$ cat src/rtl/uart_tx.sv
// uart_tx: buffered 8N1 UART transmitter with a one-word holding register in front of the shifter.
// Optional parity bit between data and stop is enabled by defining UART_TX_PARITY_EN.
`timescale 1ns/1ps
module uart_tx #(
  parameter int DIV_WIDTH = 8
) (
  input  logic                 clk,
  input  logic                 rst_n,
  input  logic [7:0]           data,
  input  logic                 valid,
  output logic                 ack,
  input  logic [DIV_WIDTH-1:0] div,
`ifdef UART_TX_PARITY_EN
  input  logic                 parity_odd,
`endif
  output logic                 tx,
  output logic                 busy
);

  typedef enum logic [2:0] {
    IDLE,
    START,
    DATA,
`ifdef UART_TX_PARITY_EN
    PARITY,
`endif
    STOP
  } state_t;

`ifdef UART_TX_PARITY_EN
  localparam state_t AFTER_DATA = PARITY;
`else
  localparam state_t AFTER_DATA = STOP;
`endif

  localparam logic [DIV_WIDTH:0] BAUD_ONE = {{DIV_WIDTH{1'b0}}, 1'b1};

  state_t               state;
  state_t               state_next;
  logic [7:0]           hold_reg;
  logic                 hold_full;
  logic [7:0]           shift_reg;
  logic [DIV_WIDTH:0]   baud_cnt;
  logic [2:0]           bit_cnt;
  logic                 tx_next;
  logic                 bit_end;
  logic                 last_bit;
  logic                 load;
  logic                 after_data_tx;

  // The baud counter underflows into its MSB on the last cycle of each bit
  assign bit_end  = baud_cnt[DIV_WIDTH];
  assign last_bit = (bit_cnt == 3'd7);
  assign load     = hold_full && ((state == IDLE) || (state == STOP && bit_end));

  assign ack  = rst_n & valid & ~hold_full;
  assign busy = hold_full | (state != IDLE);

`ifdef UART_TX_PARITY_EN
  logic parity_bit;

  always_ff @(posedge clk or negedge rst_n) begin
    if (!rst_n) begin
      parity_bit <= 1'b0;
    end else if (load) begin
      parity_bit <= (^hold_reg) ^ parity_odd;
    end
  end

  assign after_data_tx = parity_bit;
`else
  assign after_data_tx = 1'b1;
`endif

  always_ff @(posedge clk or negedge rst_n) begin
    if (!rst_n) begin
      state <= IDLE;
    end else begin
      state <= state_next;
    end
  end

  always_comb begin
    state_next = state;
    case (state)
      IDLE:    if (load) state_next = START;
      START:   if (bit_end) state_next = DATA;
      DATA:    if (bit_end && last_bit) state_next = AFTER_DATA;
`ifdef UART_TX_PARITY_EN
      PARITY:  if (bit_end) state_next = STOP;
`endif
      STOP:    if (bit_end) state_next = hold_full ? START : IDLE;
      default: state_next = IDLE;
    endcase
  end

  // tx is registered, so this computes the level driven from the next edge on
  always_comb begin
    tx_next = tx;
    if (load) begin
      tx_next = 1'b0;
    end else if (bit_end) begin
      case (state)
        START:   tx_next = shift_reg[0];
        DATA:    tx_next = last_bit ? after_data_tx : shift_reg[1];
        default: tx_next = 1'b1;
      endcase
    end
  end

  always_ff @(posedge clk or negedge rst_n) begin
    if (!rst_n) begin
      hold_reg  <= '0;
      hold_full <= 1'b0;
      shift_reg <= '0;
      baud_cnt  <= '0;
      bit_cnt   <= '0;
      tx        <= 1'b1;
    end else begin
      tx <= tx_next;

      if (ack) begin
        hold_reg  <= data;
        hold_full <= 1'b1;
      end else if (load) begin
        hold_full <= 1'b0;
      end

      if (load) begin
        shift_reg <= hold_reg;
      end else if (state == DATA && bit_end) begin
        shift_reg <= shift_reg >> 1;
      end

      // div is only sampled here, at the start of each bit
      if (load || (state != IDLE && bit_end)) begin
        baud_cnt <= {1'b0, div};
      end else if (state != IDLE) begin
        baud_cnt <= baud_cnt - BAUD_ONE;
      end

      if (state == DATA && bit_end) begin
        bit_cnt <= bit_cnt + 3'd1;
      end
    end
  end

endmodule

$ cat config.mk
export PLATFORM = sky130hd
export DESIGN_NAME = uart_tx
export DESIGN_NICKNAME = d
export VERILOG_FILES = /design/src/rtl/uart_tx.sv
export SDC_FILE = /design/constraint.sdc
export NUM_CORES = 1
export LEC_CHECK = 0
export ABC_AREA = 1
export BUFFER_PORTS_ARGS = -buffer_cell sky130_fd_sc_hd__buf_2
export CAP_MARGIN = 20
export CORE_MARGIN = 2
export CORE_UTILIZATION = 45
export CTS_BUF_LIST = sky130_fd_sc_hd__clkbuf_4 sky130_fd_sc_hd__clkbuf_8
export DETAILED_ROUTE_END_ITERATION = 10
export PLACE_DENSITY = 0.69
export SYNTH_ARGS = -nofsm -noshare
export SYNTH_HDL_FRONTEND = slang
export SYNTH_SLANG_ARGS = --single-unit
export TNS_END_PERCENT = 5
$ cat constraint.sdc
create_clock -name clk -period 3.58 [get_ports clk]
set_input_delay 0.716 -clock clk [delete_from_list [all_inputs] [get_ports clk]]
set_output_delay 0.716 -clock clk [all_outputs]
set_load 0.05 [all_outputs]
==> results of run 1 <==
## Yosys cell counts
cell type / number / area [sq um]
nand2_1: 68 / 255
dfrtp_1: 31 / 776
nor2_1: 14 / 52.6
inv_1: 13 / 48.8
nand3_1: 12 / 60.1
o21ai_0: 10 / 50.1
a21oi_1: 9 / 45.0
ha_1: 7 / 87.6
o21ai_2: 7 / 61.3
inv_2: 4 / 15.0
nand2_2: 4 / 25.0
inv_4: 2 / 12.5
nand2_4: 2 / 22.5
nand3_2: 2 / 20.0
o22ai_1: 2 / 12.5
a211oi_1: 1 / 7.51
buf_8: 1 / 15.0
clkinv_4: 1 / 8.76
dfstp_2: 1 / 26.3
inv_8: 1 / 11.3
nand2_8: 1 / 20.0
nor2_2: 1 / 6.26
nor2_4: 1 / 11.3
nor2_8: 1 / 20.0
nor3_2: 1 / 10.0
o211ai_1: 1 / 7.51
o21ai_1: 1 / 5.00
o221ai_1: 1 / 8.76
o22ai_2: 1 / 12.5
xnor2_1: 1 / 8.76
## cells in the final DEF, fill, tap and decap left out, drive strengths merged, types with 3 or more instances in the layout
cell / netlist / layout
nand2: 75 / 75
dfrtp: 31 / 31
buf: 1 / 22
inv: 20 / 20
o21ai: 18 / 18
nor2: 17 / 17
nand3: 14 / 14
a21oi: 9 / 9
clkbuf: 0 / 8
ha: 7 / 7
o22ai: 3 / 3
## layer usage
| layer | GRT usage | part of all wire | wire, um |
|---|---|---|---|
| met1 | 0.265 | 0.51 | 1730 |
| met2 | 0.255 | 0.43 | 1440 |
| met3 | 0.0630 | 0.040 | 133 |
| met4 | 0.0859 | 0.018 | 61 |
| met5 | 0 | 0 | 0 |
## cell families (layout without fill, tap and decap cells)
kind of cell / after synthesis / in the layout
adders and majority gates: 7 / 7
and+or+nand+nor: 107 / 107
AOI/OAI and AO/OA: 33 / 33
buffers and inverters: 22 / 51
xor gates and xnor gates: 1 / 1
DFF: 32 / 32
## power by group through the flow
| stage | Combinational [W] | Clock [W] | Sequential, W |
|---|---|---|---|
| global placement | 0.000735 | 0 | 0.000628 |
| detailed placement | 0.000742 | 0 | 0.000631 |
| global route | 0.000850 | 0.000336 | 0.000647 |
| finish | 0.000741 | 0.000307 | 0.000628 |
| floorplan | 0.000612 | 0 | 0.000608 |
| CTS | 0.000748 | 0.000316 | 0.000627 |
## metrics by stage
step / area, sq um / hold WS, ps / worst slack (ps) / util / cells
after CTS: 1980 / 486 / 1300 / 0.542 / 279
after global placement: 1880 / 467 / 1420 / 0.514 / 271
after detailed placement: 1880 / 475 / 1400 / 0.514 / 271
after floorplan: 1720 / 420 / 1720 / - / 202
after global routing: 1980 / 503 / 1240 / 0.542 / 279
final: 1980 / 481 / 1310 / 0.542 / 279
## how the worst min path moves through the flow
stage	end	startpoint
after floorplan	baud_cnt[0]	rst_n
after global routing	shift_reg[7]	rst_n
after detailed placement	bit_cnt[0]	bit_cnt[0]
after CTS	shift_reg[7]	rst_n
after global placement	shift_reg[3]	shift_reg[3]
final	bit_cnt[0]	bit_cnt[0]
## final cells by class
type                       count  area (sq um)  area share
clock buffer                   8           104      0.0523
inverter                      21          96.3      0.0485
multi-input combinational    148           810       0.408
sequential                    32           802       0.404
tap                           48          60.1      0.0303
timing repair buffer          22           113      0.0567
## worst max-delay path, stage by stage (launching register included)
cell,delay (ps)
dfrtp_1,370
inv_1,80
ha_1,290
nand2_4,220
buf_2,300
==> results.md, run 1 <==
* Outcome: finished, final reports clean
* Vias in the first global route at 1309
* Die width at 65.9 um
* Largest family of logic cells by synthesized area: simple AND/OR/NAND/NOR gates
* RSZ-0062 raised after global routing: false
* Sink Count at 32
* Post-CTS sizing at 0
* Sw frac at 0.424
* Router iterations before antenna repair at 4
* Vias post-DR at 1379
* # hold bufs at CTS at 0
* Power share of the sequential group at 0.375
* Initial Util at 0.471
* Post-synthesis mux area share at 0
* Clk root buf: clkbuf_8
* Drt initial violations at 99
* Post-DRT Antenna Nets at 0
* Syn avg cell area at 8.53 sq um
* Pwr Total at 0.00168 W
* DRC errors left at 0
* Layout cells sized above 1 at 0.260
* Compound-Gate Fraction of Synth Area at 0.122
* Critical path startpoint: state[0]
* Slew HR at 0.734
* First-pass GRT wire length at 5950 um
* Worst-path fanout max at 13
* Total number of yosys warnings at 0
* Post-CTS setup buffers at 0
* CTS tree: yes
* NetSw at 0.000711 W
* Synth Cell Area at 0.00172 sq mm
* Worst flop-to-flop path endpoint: shift_reg[5]
* WP data required at 2860 ps
* Simple-gate area share of the yosys netlist at 0.292
* Die height at 65.9 um
* GRT Residual Overflow at 0
* Max FFs per register at 9
* Worst-Skew Late Latency at 280 ps
* Synth cell types at 30
* Final min period at 2270 ps
* Min-Delay Path Class: flop to flop
* Fillers at 337
* # rows at 22
* Max Clk Rate at 441 MHz
* Hold Violations, Final at 0
* Max_cap viols at 0
* CP Capture Type: output pin
* Ports at 22
* H-tree depth at 2
* Worst Skew at 7.65 ps
* Vias per cell at 4.94
* Synth-to-Final Area Change at 15.2%
* Clk pwr share at 0.183
* Largest net degree at the start of global routing at 33
* R2R depth at 9
* RePlAce Congestion at 0.766
* Setup crit end: busy
* Number of synthesized register bits at 32
* Final period util at 0.634
* Seq/Total Area, Yosys at 0.466
* # diodes at 0
* CTS buffer count at 5
* Power share of the combinational group at 0.442
* Post-Route WL at 3370 um
* Peak supply drop at 0.378 mV
* Wire per inst at 12.1 um
* Leak pwr at 1.04 nW
* Final setup fails at 0
* Max Transition Viols Final at 0
* Min-Delay Path Depth at 1
* Global-route usage over all layers at 0.187
* Critical path type: flop to output pin
* R2R setup slack at 2050 ps
* Synth Area in XOR/XNOR at 0.00508
* Synth Area in Adders at 0.0508
* Initial antenna violation count at 0
* Port buffer count at 21
* Fin nets at 256
* DP HPWL at 2440 um
* Critical R2R Launch: state[0]
* Core area at 0.00366 sq mm
* CP startpoint kind: flop
* Synthesized instance count at 202
* Data arrival time of the worst path at 1550 ps
* CTS max path bufs at 2
* Cell Pwr Density at 845 mW/mm^2
* Syn nets at 228
* Die area at 0.00434 sq mm
* Setup TNS Final at 0 ps
* Worst-Margin Slew at 399 ps
* Worst-path clk slew at 60 ps
* Int Power at 0.000966 W
(Power assumes the default switching activity.)
==> run 2, diff against run 1 <==
==> constraint.sdc (replaced) <==
create_clock -name clk -period 2.36 [get_ports clk]
set_input_delay 0.472 -clock clk [delete_from_list [all_inputs] [get_ports clk]]
set_output_delay 0.472 -clock clk [all_outputs]
set_load 0.05 [all_outputs]
==> run 2 against run 1 <==
Via count shrank 3.8%. Core utilization down 0.17 points. Non-clock buffer count stayed put. Final cell count unchanged. Register-to-register slack got worse by 1200 ps. Design area shrank 0.31%. Die area unchanged. First-iteration DRC count is 60% lower. Count of clock-buffer cells in the layout unchanged. Wire length down 4.2%. Critical path depth did not move. Critical path type unchanged. Largest cell class unchanged. Largest power group unchanged. Highest routed layer unchanged.
==> results.md, run 2 (synthesis results as in run 1) <==
* # hold bufs at CTS at 0
* Final setup fails at 0
* GRT Residual Overflow at 0
* Area occupied by multi-input gates at 810 sq um
* Drt initial violations at 40
* Data arrival time of the worst path at 1560 ps
* Max FFs per register at 9
* Initial Util at 0.471
* CTS tree: yes
* Vias per cell at 4.76
* RePlAce Congestion at 0.832
* WP data required at 1890 ps
* Wire per inst at 11.6 um
* Cell Pwr Density at 1270 mW/mm^2
* RSZ-0062 raised after global routing: false
* Setup TNS Final at 0 ps
* Core area at 0.00366 sq mm
* Vias post-DR at 1327
* Min-Delay Path Class: input pin to asynchronous set/reset pin
* Commonest non-fill, non-tap cell in the layout: nand2_1
* Worst Skew at 4.76 ps
* Worst-path clk slew at 60 ps
* Router iterations before antenna repair at 4
* Slew HR at 0.740
* Max_cap viols at 0
* Worst-Margin Slew at 390 ps
* Outcome: finished, final reports clean
* Worst hold slack at 263 ps
* Delay-heaviest family, CP: buffers and inverters
* Worst-path fanout max at 13
* # rows at 22
* Leak pwr at 1.04 nW
* Ports at 22
* Fillers at 364
* Clk root buf: clkbuf_8
* CTS max path bufs at 2
* Fin nets at 256
* Post-Route WL at 3230 um
* Crit path cell chain: inv_1, ha_1, nand2_4, buf_2
* CP startpoint kind: flop
* Largest net degree at the start of global routing at 33
* Vias in the first global route at 1279
* Critical Path Max Stage Delay at 370 ps
* FF/Latch Area at 802 sq um
* Final period util at 0.861
* Peak supply drop at 0.560 mV
* DP HPWL at 2350 um
* Most frequent cells in the layout: 68 x nand2_1, 31 x dfrtp_1, 21 x buf_2
* Die height at 65.9 um
* H-tree depth at 2
* Post-DRT Antenna Nets at 0
* # diodes at 0
* Initial antenna violation count at 0
* Hold Violations, Final at 0
* Worst-Skew Late Latency at 280 ps
* Final min period at 2030 ps
* Port buffer count at 21
* Layout cells sized above 1 at 0.260
* Max Clk Rate at 492 MHz
* First-pass GRT wire length at 5740 um
* Synth-to-Final Area Change at 14.8%
* Max Transition Viols Final at 0
* Sink Count at 32
* CP Capture Type: output pin
* Critical path type: flop to output pin
* Die width at 65.9 um
* Die area at 0.00434 sq mm
* Post-CTS sizing at 0
* Post-CTS setup buffers at 0
* WP buf/inv at 2
* Global-route usage over all layers at 0.179
* Slowest CP cell: dfrtp_1
* DRC errors left at 0
* CTS buffer count at 5
run 2: cell counts in the layout (fill, tap and decap cells not counted):
No cell type changed its count.
run 2: worst register-to-register path, stage by stage, from the launching register on:
cell and delay (ps):
dfrtp_1 370, inv_1 80, ha_1 290, inv_2 90, nand2_2 70, nand2_4 140, clkinv_4 120, nor2_8 150
nand2_1 90, o21ai_2 60
run 2: report_power, final:
part / switching [W] / internal, W / leakage (nW)
clock: 0.000188 / 0.000260 / 0.0523
sequential: 0.000154 / 0.000791 / 0.388
combinational: 0.000723 / 0.000397 / 0.598
total: 0.00107 / 0.00145 / 1.04
run 2: area by class of cell:
class / instances / share of cell area
inverters: 21 / 0.0487
flip-flops and latches: 32 / 0.405
repair buffers: 22 / 0.0569
multi-input cells: 148 / 0.409
well taps: 48 / 0.0304
clock buffers: 8 / 0.0493
run 2: stage by stage:
step                      cell area (sq um)  setup slack (ps)  std cells  power [W]   util
after detailed placement               1880               587        271    0.00207  0.514
final                                  1980               329        279    0.00251  0.540
after CTS                              1980               320        279    0.00253  0.540
after floorplan                        1720               847        202    0.00185      -
after global routing                   1980               238        279    0.00276  0.540
after global placement                 1880               623        271    0.00206  0.514
run 2: path summary, 6_finish.rpt:
| check | startpoint | to | slack [ps] | depth (start not counted) |
|---|---|---|---|---|
| setup / recovery | state[0] | busy | 330 | 4 |
| hold / removal | rst_n | bit_cnt[0] | 260 | 2 |
| setup reg to reg | state[0] | shift_reg[2] | 830 | 9 |
| hold reg to reg | bit_cnt[0] | bit_cnt[0] | 480 | 1 |
| max in group asynchronous | rst_n | tx | 1780 | 2 |
| min in group clk | data[4] | hold_reg[4] | 380 | 3 |
run 2: layer usage:
metal,GRT usage,part of all wire
met3,0.0596,0.043
met5,0,0
met4,0.0885,0.021
met1,0.240,0.52
met2,0.256,0.42
==> run 3, diff against run 2 <==
--- a/config.mk
+++ b/config.mk
@@ -5,7 +5,6 @@
 export SDC_FILE = /design/constraint.sdc
 export NUM_CORES = 1
 export LEC_CHECK = 0
-export ABC_AREA = 1
 export BUFFER_PORTS_ARGS = -buffer_cell sky130_fd_sc_hd__buf_2
 export CAP_MARGIN = 20
 export CORE_MARGIN = 2
==> run 3 against run 2 <==
Global-route usage decreased by 0.94 points. Via count decreased by 11%. Largest power group unchanged. Final cell count decreased by 22%. Design area decreased by 2.2%.
==> results.md, run 3 <==
* Outcome: finished, final reports clean
* Layout cells sized above 1 at 0.385
* Worst hold slack at 251 ps
* Global-route usage over all layers at 0.169
* Cell with the most instances after synthesis: dfrtp_1
* Vias post-DR at 1180
* Post-DRT Antenna Nets at 0
* # rows at 22
* # diodes at 0
* Commonest non-fill, non-tap cell in the layout: dfrtp_1
* Leak pwr at 0.893 nW
* Post-Route WL at 3090 um
* Max Transition Viols Final at 0
* Vias per cell at 5.44
* Max Clk Rate at 474 MHz
* Fin nets at 194
* Port buffer count at 21
* Final WS setup at 249 ps
* Final min period at 2110 ps
* Setup TNS Final at 0 ps
* Synthesized instance count at 142
* Clk pwr share at 0.196
* Drt initial violations at 77
* Final setup fails at 0
* RSZ-0062 raised after global routing: false
* Initial antenna violation count at 0
* CTS tree: yes
* Critical path type: flop to output pin
* Data arrival time of the worst path at 1640 ps
* Power share of the combinational group at 0.421
* Ports at 22
* Worst-path fanout max at 10
* Router iterations before antenna repair at 4
* CP startpoint kind: flop
* DRC errors left at 0
* Share of the synthesized area in the top cell type at 0.469
* Syn nets at 168
* EDFF count, synth at 0
* Async SR Flop Fraction at 1.00
* Hold Violations, Final at 0
* H-tree depth at 2
* Most frequent cells in the layout: 31 x dfrtp_1, 26 x mux2_2, 21 x buf_2
* Synth cell types at 40
* CTS buffer count at 5
* Clk root buf: clkbuf_8
* Worst-Margin Slew at 411 ps
* Min-Delay Path Class: input pin to asynchronous set/reset pin
* Commonest cells post-synth: 31 x dfrtp_1, 26 x mux2_2, 8 x o21ai_0
* Fillers at 316
* Sink Count at 32
* Vias in the first global route at 1216
* # hold bufs at CTS at 0
* DP Area at 0.00182 sq mm
* Worst Skew at 10.7 ps
* CTS max path bufs at 2
* GRT Residual Overflow at 0
* Max_cap viols at 0
* Die area at 0.00418 sq mm
* Power share of the sequential group at 0.383
* Core area at 0.00361 sq mm
* Ys flop type: dfrtp_1
* RePlAce Congestion at 0.827
* Synth Cell Area at 0.00166 sq mm
* WP data required at 1890 ps
* Slew HR at 0.719
* Initial Util at 0.459
* Synth top area cells: dfrtp_1 47%, mux2_2 18%, ha_1 5.3%, o21ai_0 2.4%, a22oi_1 1.8%
* Setup slack at placement at 320 ps
* Finished Cell Area at 0.00193 sq mm
* Int Power at 0.00170 W
* Syn avg cell area at 11.7 sq um
* Final period util at 0.895
* Peak supply drop at 0.603 mV
* Number of synthesized register bits at 32
* First-pass GRT wire length at 5350 um
* CP Capture Type: output pin
* Largest area contributor in the netlist: dfrtp_1
* Largest net degree at the start of global routing at 34
* Max FFs per register at 9
* Die height at 64.7 um
* Worst-Skew Late Latency at 280 ps
* Synth-to-Final Area Change at 16.9%
* Wire per inst at 14.2 um
* NetSw at 0.000954 W
* Die width at 64.7 um
* Cell Pwr Density at 1370 mW/mm^2
* Worst-path clk slew at 70 ps
* Sw frac at 0.360
* DP HPWL at 2300 um
* Seq/Total Area, Yosys at 0.485
* Total number of yosys warnings at 0
run 3: final timing paths:
path,cells after the start,endpoint,slack [ps],from
max in group asynchronous,2,tx,1770,rst_n
min in group clk,3,baud_cnt[1],420,div[1]
worst min-delay path,2,baud_cnt[8],250,rst_n
worst max register to register,5,shift_reg[3],450,state[0]
worst min register to register,1,bit_cnt[0],480,bit_cnt[0]
worst max-delay path,5,busy,250,state[0]
run 3: power groups by stage:
stage | combinational (W) | sequential [W] | clock [W]
floorplan | 0.000875 | 0.000994 | 0
detailed placement | 0.00112 | 0.00102 | 0
global placement | 0.00106 | 0.00100 | 0
finish | 0.00112 | 0.00102 | 0.000520
CTS | 0.00112 | 0.00102 | 0.000537
global route | 0.00124 | 0.00106 | 0.000564
run 3: repair_timing:
action                                  4_1_cts  5_1_grt
endpoints found under the setup margin        0        1
gates resized for setup                       0        2
buffers inserted                              0        0
run 3: critical path: stages, from the launching register on:
cell,delay [ps]
dfrtp_1,410
inv_1,110
ha_2,260
nor2b_1,220
inv_2,120
buf_2,230
run 3: per-layer routing:
metal,global-route usage,wire length [um],vias up
li1,-,-,580
met1,0.193,1300,572
met2,0.297,1620,25
met3,0.0590,146,3
met4,0.0532,24,0
met5,0,0,-
run 3: per-stage QoR:
step	instances	utilization	power, W
after floorplan	142	-	0.00187
after global placement	209	0.505	0.00206
after detailed placement	209	0.505	0.00214
after CTS	217	0.536	0.00268
after global routing	217	0.536	0.00287
final	217	0.536	0.00265
run 3: cell type report:
class	count	area [sq um]	area share
multi-input cells	97	803	0.415
flip-flops and latches	32	802	0.415
repair buffers	24	128	0.0660
clock buffers	6	76.3	0.0395
well taps	48	60.1	0.0310
clock inverters	2	35.0	0.0181
inverters	8	30.0	0.0155
run 3: kinds of logic (layout without fill, tap and decap cells):
kind of cell	count (synthesis)	count (layout)	synth area share
AO/OA/AOI/OAI	32	32	0.137
flip-flops	32	32	0.485
AND/OR/NAND/NOR	30	30	0.106
multiplexers	27	27	0.183
buffers and inverters	13	40	0.0317
adder cells (fa/ha/maj)	7	7	0.0529
XOR/XNOR	1	1	0.00529
